<file path="src/rtl/mant_div_seq_ctrl.sv">
// mant_div_seq_ctrl: iterative restoring divider for the 24-bit FP_Div mantissa.
// Each CALC clock retires STEPS_PER_CYCLE quotient bits (MSB first). Results are
// presented to normalize/round with a one-cycle out_valid pulse in DONE.
// Optional feature: define MANT_DIV_EARLY_TERM_EN to finish as soon as the
// partial remainder becomes zero (remaining quotient bits are zero-filled).
module mant_div_seq_ctrl #(
    parameter int STEPS_PER_CYCLE = 1
) (
    input  logic        in_clk,
    input  logic        in_rst_n,
    input  logic        in_start,
    input  logic        in_flush,
    input  logic [24:0] in_dividend,
    input  logic [23:0] in_divisor,
    output logic        out_ready,
    output logic        out_busy,
    output logic        out_valid,
    output logic [23:0] out_quotient,
    output logic [24:0] out_remainder,
    output logic        out_sticky,
    output logic        out_dz
);

    typedef enum logic [1:0] {
        IDLE = 2'd0,
        CALC = 2'd1,
        DONE = 2'd2
    } state_t;

    state_t      state_q, state_d;
    logic [24:0] r_q, r_d;          // partial remainder, kept pre-shifted by one
    logic [23:0] d_q, d_d;          // latched divisor
    logic [23:0] q_q, q_d;          // quotient being assembled
    logic [4:0]  cnt_q, cnt_d;      // quotient bits retired so far
    logic        dzpend_q, dzpend_d; // accepted op had a zero divisor
    logic [23:0] quo_q, quo_d;
    logic [24:0] rem_q, rem_d;
    logic        sticky_q, sticky_d;
    logic        dz_q, dz_d;

    logic [24:0] r_step;
    logic [23:0] q_step;
    logic [4:0]  cnt_step;

    // Shared step array: STEPS_PER_CYCLE chained restoring compare/subtract stages.
    always_comb begin
        r_step = r_q;
        q_step = q_q;
        for (int i = 0; i < STEPS_PER_CYCLE; i++) begin
            if (r_step >= {1'b0, d_q}) begin
                r_step = (r_step - {1'b0, d_q}) << 1;
                q_step = {q_step[22:0], 1'b1};
            end else begin
                r_step = r_step << 1;
                q_step = {q_step[22:0], 1'b0};
            end
        end
        cnt_step = cnt_q + 5'(STEPS_PER_CYCLE);
    end

    // Next-state and register-update logic; result registers only load on entry to DONE.
    always_comb begin
        state_d  = state_q;
        r_d      = r_q;
        d_d      = d_q;
        q_d      = q_q;
        cnt_d    = cnt_q;
        dzpend_d = dzpend_q;
        quo_d    = quo_q;
        rem_d    = rem_q;
        sticky_d = sticky_q;
        dz_d     = dz_q;
        case (state_q)
            IDLE, DONE: begin
                if (in_start) begin
                    r_d      = in_dividend;
                    d_d      = in_divisor;
                    q_d      = '0;
                    cnt_d    = '0;
                    dzpend_d = (in_divisor == '0);
                    dz_d     = 1'b0;
                    state_d  = CALC;
                end else begin
                    state_d = IDLE;
                end
            end
            CALC: begin
                if (in_flush) begin
                    state_d = IDLE;
                end else if (dzpend_q) begin
                    // Zero divisor: saturate quotient, pass dividend through as remainder.
                    quo_d    = 24'hFFFFFF;
                    rem_d    = r_q;
                    sticky_d = 1'b1;
                    dz_d     = 1'b1;
                    state_d  = DONE;
                end else begin
                    r_d   = r_step;
                    q_d   = q_step;
                    cnt_d = cnt_step;
                    if (cnt_step == 5'd24) begin
                        quo_d    = q_step;
                        rem_d    = {1'b0, r_step[24:1]};
                        sticky_d = |r_step;
                        state_d  = DONE;
                    end
`ifdef MANT_DIV_EARLY_TERM_EN
                    else if (r_step == '0) begin
                        // Exact result: the outstanding quotient bits are all zero.
                        quo_d    = q_step << (5'd24 - cnt_step);
                        rem_d    = '0;
                        sticky_d = 1'b0;
                        state_d  = DONE;
                    end
`endif
                end
            end
            default: state_d = IDLE;
        endcase
    end

    // State and datapath registers with asynchronous active-low reset.
    always_ff @(posedge in_clk or negedge in_rst_n) begin
        if (!in_rst_n) begin
            state_q  <= IDLE;
            r_q      <= '0;
            d_q      <= '0;
            q_q      <= '0;
            cnt_q    <= '0;
            dzpend_q <= 1'b0;
            quo_q    <= '0;
            rem_q    <= '0;
            sticky_q <= 1'b0;
            dz_q     <= 1'b0;
        end else begin
            state_q  <= state_d;
            r_q      <= r_d;
            d_q      <= d_d;
            q_q      <= q_d;
            cnt_q    <= cnt_d;
            dzpend_q <= dzpend_d;
            quo_q    <= quo_d;
            rem_q    <= rem_d;
            sticky_q <= sticky_d;
            dz_q     <= dz_d;
        end
    end

    assign out_ready     = (state_q != CALC);
    assign out_busy      = (state_q == CALC);
    assign out_valid     = (state_q == DONE);
    assign out_quotient  = quo_q;
    assign out_remainder = rem_q;
    assign out_sticky    = sticky_q;
    assign out_dz        = dz_q;

endmodule

</file>
<file path="config.mk">
export PLATFORM = sky130hd
export DESIGN_NAME = mant_div_seq_ctrl
export DESIGN_NICKNAME = d
export VERILOG_FILES = /design/src/rtl/mant_div_seq_ctrl.sv
export SDC_FILE = /design/constraint.sdc
export NUM_CORES = 1
export LEC_CHECK = 0
export BUFFER_PORTS_ARGS = -buffer_cell sky130_fd_sc_hd__buf_2
export CAP_MARGIN = 20
export CELL_PAD_IN_SITES_DETAIL_PLACEMENT = 0
export CELL_PAD_IN_SITES_GLOBAL_PLACEMENT = 1
export CORE_MARGIN = 3
export CORE_UTILIZATION = 40
export DETAILED_ROUTE_END_ITERATION = 12
export PLACE_DENSITY = 0.8
export REMOVE_ABC_BUFFERS = 1
export SLEW_MARGIN = 20
export SYNTH_ARGS = -nofsm -noshare
export SYNTH_HDL_FRONTEND = slang
export SYNTH_SLANG_ARGS = --single-unit
</file>
<file path="constraint.sdc">
create_clock -name in_clk -period 3.6 [get_ports in_clk]
set_input_delay 0.54 -clock in_clk [delete_from_list [all_inputs] [get_ports in_clk]]
set_output_delay 0.54 -clock in_clk [all_outputs]
set_load 0.02 [all_outputs]
</file>
==> out/summary.txt <==
status -> finished clean
CP required -> 3920 ps
CP endpoint kind -> register
worst r2r path cells -> 14
chip width -> 142.3 um
drt drc -> 0
Hold Path Class -> in2async
die area -> 0.02024 mm^2
RSZ-0062 raised after global routing -> true
Routed WL -> 21070 um
worst path arrival time -> 3870 ps
nets@finish -> 991
first-pass GRT wire length -> 34420 um
CTS Buf Count -> 17
sequential area share after synthesis -> 44.14%
# diodes -> 0
drt wl/cell -> 18.25 um
largest net degree at the start of global routing -> 85
Top FF cell, synth -> dfrtp_1
Finish-stage setup viols -> 0
Max Clock Skew -> 11.99 ps
vias in the first global route -> 6361
Cell Rows -> 49
gr usage total -> 21.60%
VDD IR max -> 0.4002 mV
Total Power -> 0.007905 W
DR vias/cell -> 5.525
Seq cells post-synth -> 131
Crit path max-delay family -> compound AO/OA/AOI/OAI gates
Leak -> 4.501 nW
Skew-Pair Late Insertion Delay -> 430 ps
YS warnings -> 0
Clock Pin Slew Worst Setup and Hold Paths -> 70 ps
H-tree depth -> 4
core footprint -> 0.01809 mm^2
Placer Congestion -> 0.8969
post-route antenna net violation count -> 0
post-DP HPWL -> 15090 um
Syn-to-layout area delta -> 23.61%
fmax -> 281.3 MHz
IO buf count -> 106
Pre-antenna DRT Iters -> 5
Critical Path, Cell by Cell -> inv_2 > ha_4 > inv_2 > fa_2 > a21o_1 > a311oi_2 > buf_4 > o21ai_2 > a21oi_1 > xnor2_1 > or4_1 > or4_4 > a2111oi_4 > a21oi_1
Critical path buffers and inverters -> 3
Pins Over Slew Limit -> 0
Least-Margin Pin Slew -> 898.3 ps
clk buf depth -> 2
total I/O pin count -> 107
DP Cell Count -> 1117
grt ovf -> 0
layout cells sized above 1 -> 28.11%
post-synthesis cell type count -> 63
Initial Utilization -> 41.06%
FF-to-FF End -> out_sticky$_DFFE_PN0P_
setup slack, reg-to-reg -> 40 ps
Period Utilization, post-route -> 98.76%
TritonCTS clock tree -> yes
Worst R2R Start -> r_q[0]$_DFFE_PN0P_
most frequent cells in the layout -> 131 x dfrtp_1, 105 x buf_2, 101 x nand2_1
max cap viols -> 0
WHS -> 180.0 ps
CP Depth -> 14
synthesized area per cell -> 9.545 um^2
TritonCTS Sinks -> 131
most common cell after layout, fill and taps aside -> dfrtp_1
number of enable flip-flop cells after synthesis -> 0
Die Span Y -> 142.3 um
CP max-delay cell -> or4_4
crit-path max cell delay -> 540 ps
CP max FO -> 4
Hold Vio Cnt, Final -> 0
via count -> 6376
Slew headroom -> 39.97%
Tmin final -> 3555 ps
initial antenna violation count -> 0
critical path type -> reg2reg
startpoint types -> register
crit path launch -> r_q[0]$_DFFE_PN0P_
clk root buf -> clkbuf_16
Starting DRT DRC Count -> 370
Power Density -> 861.3 mW/mm^2
Async SR Flop Fraction -> 100.0%
cell count after synthesis -> 778
Post-Syn Area -> 0.007426 mm^2
fin cells -> 1154
## layout make-up
class | count | area [um^2]
Inverter | 36 | 135.1
Clock buffer | 17 | 425.4
Sequential cell | 131 | 3278
Clock inverter | 15 | 181.4
Timing Repair Buffer | 162 | 969.7
Tap cell | 229 | 286.5
Fill cell | 1714 | 8907
Multi-Input combinational cell | 564 | 3902
## where the power goes
part / switching, W / internal (W) / leakage [nW]
combinational: 0.00239 / 0.00184 / 2.56
sequential: 0.000225 / 0.00171 / 1.64
clock: 0.000808 / 0.000941 / 0.296
total: 0.00342 / 0.00448 / 4.50
## registers in the layout, indices dropped and copies added, names as in the netlist
name           count
out_remainder     25
r_q               25
out_quotient      24
out_sticky         1
state_q            2
cnt_q              5
dzpend_q           1
d_q               24
out_dz             1
q_q               23
## stage by stage
step	TNS (ps)	setup WS (ps)	area, um^2	util (%)
finish	0	44.80	9179	50.75
global route	-116.3	-116.3	9179	50.75
floorplan	-12080	-1789	7237	-
CTS	0	2.932	9138	50.52
detailed placement	-154.5	-154.5	8467	46.81
global placement	-55.90	-55.90	8467	46.81
## synthesized netlist by cell type (3+ instances only)
cell type,instances,area (um^2)
inv_1,34,127.6
a211oi_1,22,165.2
o31ai_1,3,22.52
a31oi_1,5,31.28
o21a_1,11,82.58
mux2i_1,20,200.2
xnor2_1,11,96.34
o21ai_1,36,180.2
mux2_2,44,495.5
a21oi_1,26,130.1
a21o_1,29,217.7
nand3_1,37,185.2
o21ai_0,14,70.07
nor3_1,9,45.04
and3_1,3,18.77
nor2_1,47,176.4
nor2b_1,4,25.02
o22a_1,24,210.2
buf_2,4,20.02
ha_1,25,312.8
clkbuf_1,34,127.6
nor4_1,8,50.05
or3_1,5,31.28
xor2_1,7,61.31
nand4_1,5,31.28
o211ai_1,9,67.56
dfrtp_1,131,3278
or4_1,5,37.54
nand2_1,102,382.9
nand2b_1,5,31.28
buf_1,7,26.28
o21bai_1,5,37.54
## cell families (layout without fill, tap and decap cells)
family,count (synthesis),in the layout,synth area share [%]
fa+ha+maj,26,26,4.482
mux,66,66,9.671
flops,131,131,44.14
xor+xnor,18,18,2.123
simple gates,243,243,15.16
compound gates,211,211,20.05
buf+inv,83,230,4.364
## what timing repair did
| action | in CTS | in global routing |
|---|---|---|
| pin swaps | 13 | 12 |
| cloned | 0 | 0 |
| buffers inserted | 2 | 3 |
| resized for setup | 11 | 4 |
| setup endpoints to repair | 1 | 17 |
| hold buffers | 0 | 0 |
## layer usage
layer | GRT usage [%] | vias to the layer above | share of wire (%)
met2 | 33.39 | 166 | 46
met1 | 30.22 | 3099 | 47
li1 | - | 3084 | -
met5 | 0 | - | 0
met4 | 6.768 | 0 | 2.0
met3 | 4.940 | 27 | 4.9
## how the worst max path moves through the flow
stage	end	slack (ps)
4_1_cts	out_sticky$_DFFE_PN0P_	3
3_5_place_dp	out_sticky$_DFFE_PN0P_	-150
5_1_grt	out_sticky$_DFFE_PN0P_	-120
2_1_floorplan	out_sticky$_DFFE_PN0P_	-1790
3_3_place_gp	out_sticky$_DFFE_PN0P_	-60
6_report	out_sticky$_DFFE_PN0P_	40
No activity file was read; power rests on OpenSTA's default activity.
